### src/rtl/escalonador_ctx.sv
// Round-robin context-switch initiator: quantum/yield trigger, PC save/restore through the
// context table, then a set_ctx/pc_load pulse with the next pid. Dormant while BIOS runs.
module escalonador_ctx #(
  parameter int PID_W = 2,
  parameter int QUANTUM = 1000,
  parameter int CNT_W = 16,
  parameter int ADDR_W = 32,
  parameter logic [ADDR_W-1:0] CTX_BASE = 32'h00000F00
) (
  input  logic                  clk,
  input  logic                  reset,
  input  logic                  bios_mode,
  input  logic [PID_W-1:0]      id_proc,
  input  logic                  yield,
  input  logic [(1<<PID_W)-1:0] proc_ready,
  input  logic [ADDR_W-1:0]     pc_cur,
  output logic                  stall,
  output logic                  mem_req,
  output logic                  mem_we,
  output logic [ADDR_W-1:0]     mem_addr,
  output logic [ADDR_W-1:0]     mem_wdata,
  input  logic                  mem_ack,
  input  logic [ADDR_W-1:0]     mem_rdata,
  output logic                  pc_load,
  output logic [ADDR_W-1:0]     pc_restore,
  output logic                  set_ctx,
  output logic [PID_W-1:0]      id_proc_atual
);

  localparam int NPROC = 1 << PID_W;

  // state  | meaning
  // RUN    | user code running, quantum counting (held at 0 in BIOS)
  // PICK   | choose next ready pid after id_proc
  // SAVE   | write pc_cur to table entry of id_proc
  // GAP    | mandatory idle cycle between the two requests
  // LOAD   | read table entry of nxt
  // COMMIT | pulse set_ctx/pc_load with the restored PC
  typedef enum logic [2:0] {RUN, PICK, SAVE, GAP, LOAD, COMMIT} state_t;

  state_t             state;
  logic [CNT_W-1:0]   cnt;
  logic [PID_W-1:0]   nxt;
  logic               found;
  logic [PID_W-1:0]   pick_pid;
  logic [PID_W-1:0]   cand;
  logic               trigger;

  function automatic logic [ADDR_W-1:0] ctx_addr(input logic [PID_W-1:0] pid);
    return CTX_BASE + (ADDR_W'(pid) << 2);
  endfunction

  // Descending scan so the nearest successor (smallest offset) wins.
  always_comb begin
    found = 1'b0;
    pick_pid = '0;
    cand = '0;
    for (int k = NPROC - 1; k >= 1; k--) begin
      cand = id_proc + PID_W'(k);
      if (proc_ready[cand]) begin
        found = 1'b1;
        pick_pid = cand;
      end
    end
  end

  assign trigger = !bios_mode && (cnt == CNT_W'(QUANTUM - 1) || yield);

  always_ff @(posedge clk or posedge reset) begin
    if (reset) begin
      state <= RUN;
      cnt <= '0;
      nxt <= '0;
      stall <= 1'b0;
      mem_req <= 1'b0;
      mem_we <= 1'b0;
      mem_addr <= '0;
      mem_wdata <= '0;
      pc_load <= 1'b0;
      pc_restore <= '0;
      set_ctx <= 1'b0;
      id_proc_atual <= '0;
    end else begin
      case (state)
        RUN: begin
          if (bios_mode) begin
            cnt <= '0;
          end else if (trigger) begin
            cnt <= '0;
            stall <= 1'b1;
            state <= PICK;
          end else begin
            cnt <= cnt + 1'b1;
          end
        end
        PICK: begin
          if (found) begin
            nxt <= pick_pid;
            mem_req <= 1'b1;
            mem_we <= 1'b1;
            mem_addr <= ctx_addr(id_proc);
            mem_wdata <= pc_cur;
            state <= SAVE;
          end else begin
            stall <= 1'b0;
            state <= RUN;
          end
        end
        SAVE: begin
          if (mem_ack) begin
            mem_req <= 1'b0;
            mem_we <= 1'b0;
            state <= GAP;
          end
        end
        GAP: begin
          mem_req <= 1'b1;
          mem_we <= 1'b0;
          mem_addr <= ctx_addr(nxt);
          state <= LOAD;
        end
        LOAD: begin
          if (mem_ack) begin
            mem_req <= 1'b0;
            pc_restore <= mem_rdata;
            pc_load <= 1'b1;
            set_ctx <= 1'b1;
            id_proc_atual <= nxt;
            state <= COMMIT;
          end
        end
        COMMIT: begin
          pc_load <= 1'b0;
          set_ctx <= 1'b0;
          stall <= 1'b0;
          cnt <= '0;
          state <= RUN;
        end
        default: begin
          stall <= 1'b0;
          mem_req <= 1'b0;
          state <= RUN;
        end
      endcase
    end
  end

endmodule

### config.mk
export PLATFORM = sky130hd
export DESIGN_NAME = escalonador_ctx
export DESIGN_NICKNAME = d
export VERILOG_FILES = /design/src/rtl/escalonador_ctx.sv
export SDC_FILE = /design/constraint.sdc
export NUM_CORES = 1
export LEC_CHECK = 0
export ABC_AREA = 1
export CAP_MARGIN = 20
export CORE_MARGIN = 2
export CORE_UTILIZATION = 48
export CTS_BUF_LIST = sky130_fd_sc_hd__clkbuf_8
export CTS_CLUSTER_SIZE = 28
export DETAILED_ROUTE_END_ITERATION = 6
export GPL_TIMING_DRIVEN = 0
export PLACE_DENSITY = 0.95
export SLEW_MARGIN = 30
export SYNTH_ARGS = -nofsm -noshare
export SYNTH_HDL_FRONTEND = slang
export SYNTH_SLANG_ARGS = --single-unit
### constraint.sdc
create_clock -name clk -period 9.57 [get_ports clk]
set_input_delay 1.914 -clock clk [delete_from_list [all_inputs] [get_ports clk]]
set_output_delay 1.914 -clock clk [all_outputs]
set_load 0.05 [all_outputs]
==> run_results.csv <==
group,metric,value,unit
run_status,status,"finished, final reports clean",
worst_setup_path,cpMaxStageDelayCell,"clkdlybuf4s50_1",
power,finalPower,2.17,mW
timing,finalHoldViolCount,0,
power,peakVddDrop,0.248,mV
die,fp.dieW,99.5,µm
worst_setup_path,cp_data_required_time,7.66,ns
timing,fin_crit_sh,37.8,%
clock_network,cts_resized,0,
finish,syn2layout_area_growth,44.7,%
synthesis,postSynthAreaPerCell,9.10,µm²
clock_network,clock_path_buffers,2,
routing,remaining_drc_errors,0,
finish,layout-drive-gt1-share,15.2,%
power,p_int,1.08,mW
power,pwr_density_cell,343,nW/µm²
global_routing,grt_max_degree,57,
routing,vias,3882,
clock_network,clk_pin_slew,0.09,ns
power,clockPowerShare,11.8,%
power,p_leak,3.04,nW
die,io_pins,178,
run,maxCapViolations,0,
clock_network,cts_tree,"done",
die,coreArea,8760,µm²
global_routing,grtUsageTotal,24.6,%
global_routing,grt_pass1_vias,4058,
power,sw_frac_of_total,50.2,%
die,die_h,99.5,µm
synthesis,ys_warn_count,0,
worst_setup_path,crit_start,"mem_addr[10]$_DFFE_PP0P_",
timing,worst_slew_pin_slew,0.556,ns
worst_setup_path,rr_startpoint,"cnt[0]$_DFFE_PP0N_",
synthesis,ys_seq_elements,94,
worst_setup_path,crit_chain,"buf_4 -> clkdlybuf4s50_1",
worst_setup_path,path_class,"flop to output pin",
clock_network,cts_htree_levels,3,
synthesis,netlist_instances,481,
place,dp.cells,765,
place,post-dp-hpwl,8810,µm
place,portBuffers,150,
synthesis,synthesis.area,4380,µm²
timing,skew,0.0140,ns
power,seq_power_share,30.1,%
clock_network,clock-root-buffer,"clkbuf_8",
synthesis,yosysSeqAreaShare,53.8,%
global_routing,grt-ovfl-total,0,
timing,rsz0062_at_grt,"no",
finish,fin_nets,744,
worst_setup_path,start_kind,"flop",
place,gp_congestion,0.910,
clock_network,clock-sinks,94,
clock_network,cts_setup_buffers,0,
timing,setup_viol,0,
die,die-area,9900,µm²
routing,drtIter0Drc,247,
timing,slew_viol_final,0,
worst_setup_path,cp-end-kind,"output pin",
die,initial_core_util,49.9,%
die,std_cell_rows,34,
power,comb_power_share,58.1,%
worst_setup_path,cpPeakStageDelay,0.79,ns
min_path,hp-class,"flop to flop",
timing,max-slew-margin-rel,62.8,%
routing,vias_per_cell,4.97,
routing,avgRoutedWirePerCell,15.2,µm
global_routing,antenna_found_initial,0,
synthesis,netlist-cell-type-count,30,
worst_setup_path,rrSetupSlack,7.88,ns
worst_setup_path,arrival,1.70,ns
timing,max_freq,277,MHz
routing,routed_wl,11900,µm
timing,fin_crit,3.61,ns
power,power_switching,1.09,mW
routing,ant_nets,0,
clock_network,clk_latency,0.37,ns
finish,final_cells,781,
finish,insertedDiodeCount,0,
min_path,hp-start,"mem_req$_DFFE_PP0P_",
worst_setup_path,cp_max_fo,5,
global_routing,grt_first_pass_wirelength,19200,µm
timing,fin_setup_tns,0,ns
clock_network,holdBufCountCts,0,
clock_network,cts-buffers-inserted,9,
routing,drt-pass1-iter-count,5,
power groups by stage:
stage	Sequential [mW]	Clock (mW)	Combinational (mW)
final	0.653	0.257	1.26
after global routing	0.670	0.275	1.33
after CTS	0.652	0.258	1.27
after detailed placement	0.656	0	1.26
after global placement	0.646	0	1.22
after floorplan	1.16	0	0.320
state kept, by name, indices dropped and copies added (netlist names):
register,count
cnt,16
state,3
stall,1
mem_wdata,32
nxt,2
pc_restore,32
id_proc_atual,2
mem_addr,3
mem_we,1
mem_req,1
set_ctx,1
cell type report:
class | instances | area, µm²
multi-input combinational | 337 | 1680
tap | 108 | 135
clock buffer | 10 | 138
buffer | 43 | 310
sequential | 94 | 2350
fill | 570 | 2430
timing repair buffer | 151 | 1530
clock inverter | 6 | 53.8
inverter | 32 | 128
worst max-delay path: cells and delay by family (launching register included):
family                 cells  cell delay [ns]
flip-flops                 1             0.42
buffers and inverters      2             0.92
stage by stage:
step | worst slack (ns) | instance area (µm²) | hold WS [ns] | utilization (%)
4_1_cts | 5.93 | 6330 | 0.492 | 72.2
3_3_place_gp | 3.95 | 6110 | 0.458 | 69.7
5_1_grt | 5.91 | 6330 | 0.505 | 72.2
3_5_place_dp | 6.06 | 6140 | 0.464 | 70.0
2_1_floorplan | 5.21 | 4470 | 0.449 | -
6_report | 5.96 | 6330 | 0.488 | 72.2
Yosys cell counts, drive strengths merged:
cell	n	share of area, %
or2	1	0.14
conb	1	0.086
inv	31	2.7
nor3	3	0.34
dfrtp	94	54
nor2	27	2.7
buf	42	7.0
nand2	186	16
o21bai	1	0.17
xor2	8	1.6
a21oi	6	0.69
mux2	32	8.2
xnor2	2	0.40
clkinv	1	0.086
clkbuf	1	0.086
ha	1	0.29
o21ai	23	2.6
nand3	19	2.5
nand4	2	0.29
cell usage in the layout, fill, tap and decap left out, types with 5 or more instances in the layout:
cell type and count:
clkdlybuf4s50_1 150, dfrtp_1 94, o21ai_0 16, nand3_1 16, inv_1 26, clkbuf_8 10
xor2_1 8, conb_1 26, mux2_1 5, a21oi_1 6, nand2_1 182, mux2_2 27
nor2_1 23, buf_2 8, o21ai_1 7, buf_4 31
layer usage:
metal  routed length, µm  track usage (%)
met1                4330             26.5
met2                6390             45.6
met3                 915             7.31
met4                 230             8.32
met5                   0                0
cells by family (layout without fill, tap and decap cells):
family / after synthesis / in the layout / synth area share, %
AND/OR/NAND/NOR: 238 / 238 / 22.2
flip-flops: 94 / 94 / 53.8
buffers and inverters: 75 / 242 / 9.89
multiplexers: 32 / 32 / 8.24
AO/OA/AOI/OAI: 30 / 30 / 3.49
XOR/XNOR: 10 / 10 / 2.00
adder cells (fa/ha/maj): 1 / 1 / 0.286
other: 1 / 26 / 0.0857
path summary, 6_finish.rpt:
kind                                              end  depth (start not counted)
max                                       mem_addr[9]                          2
min                               mem_req$_DFFE_PP0P_                          2
max reg2reg                       cnt[10]$_DFFE_PP0N_                          7
min reg2reg                       mem_req$_DFFE_PP0P_                          2
max in group asynchronous          cnt[6]$_DFFE_PP0N_                          3
min in group asynchronous  pc_restore[17]$_DFFE_PP0P_                          2
Power figures use the tool's default switching activity.
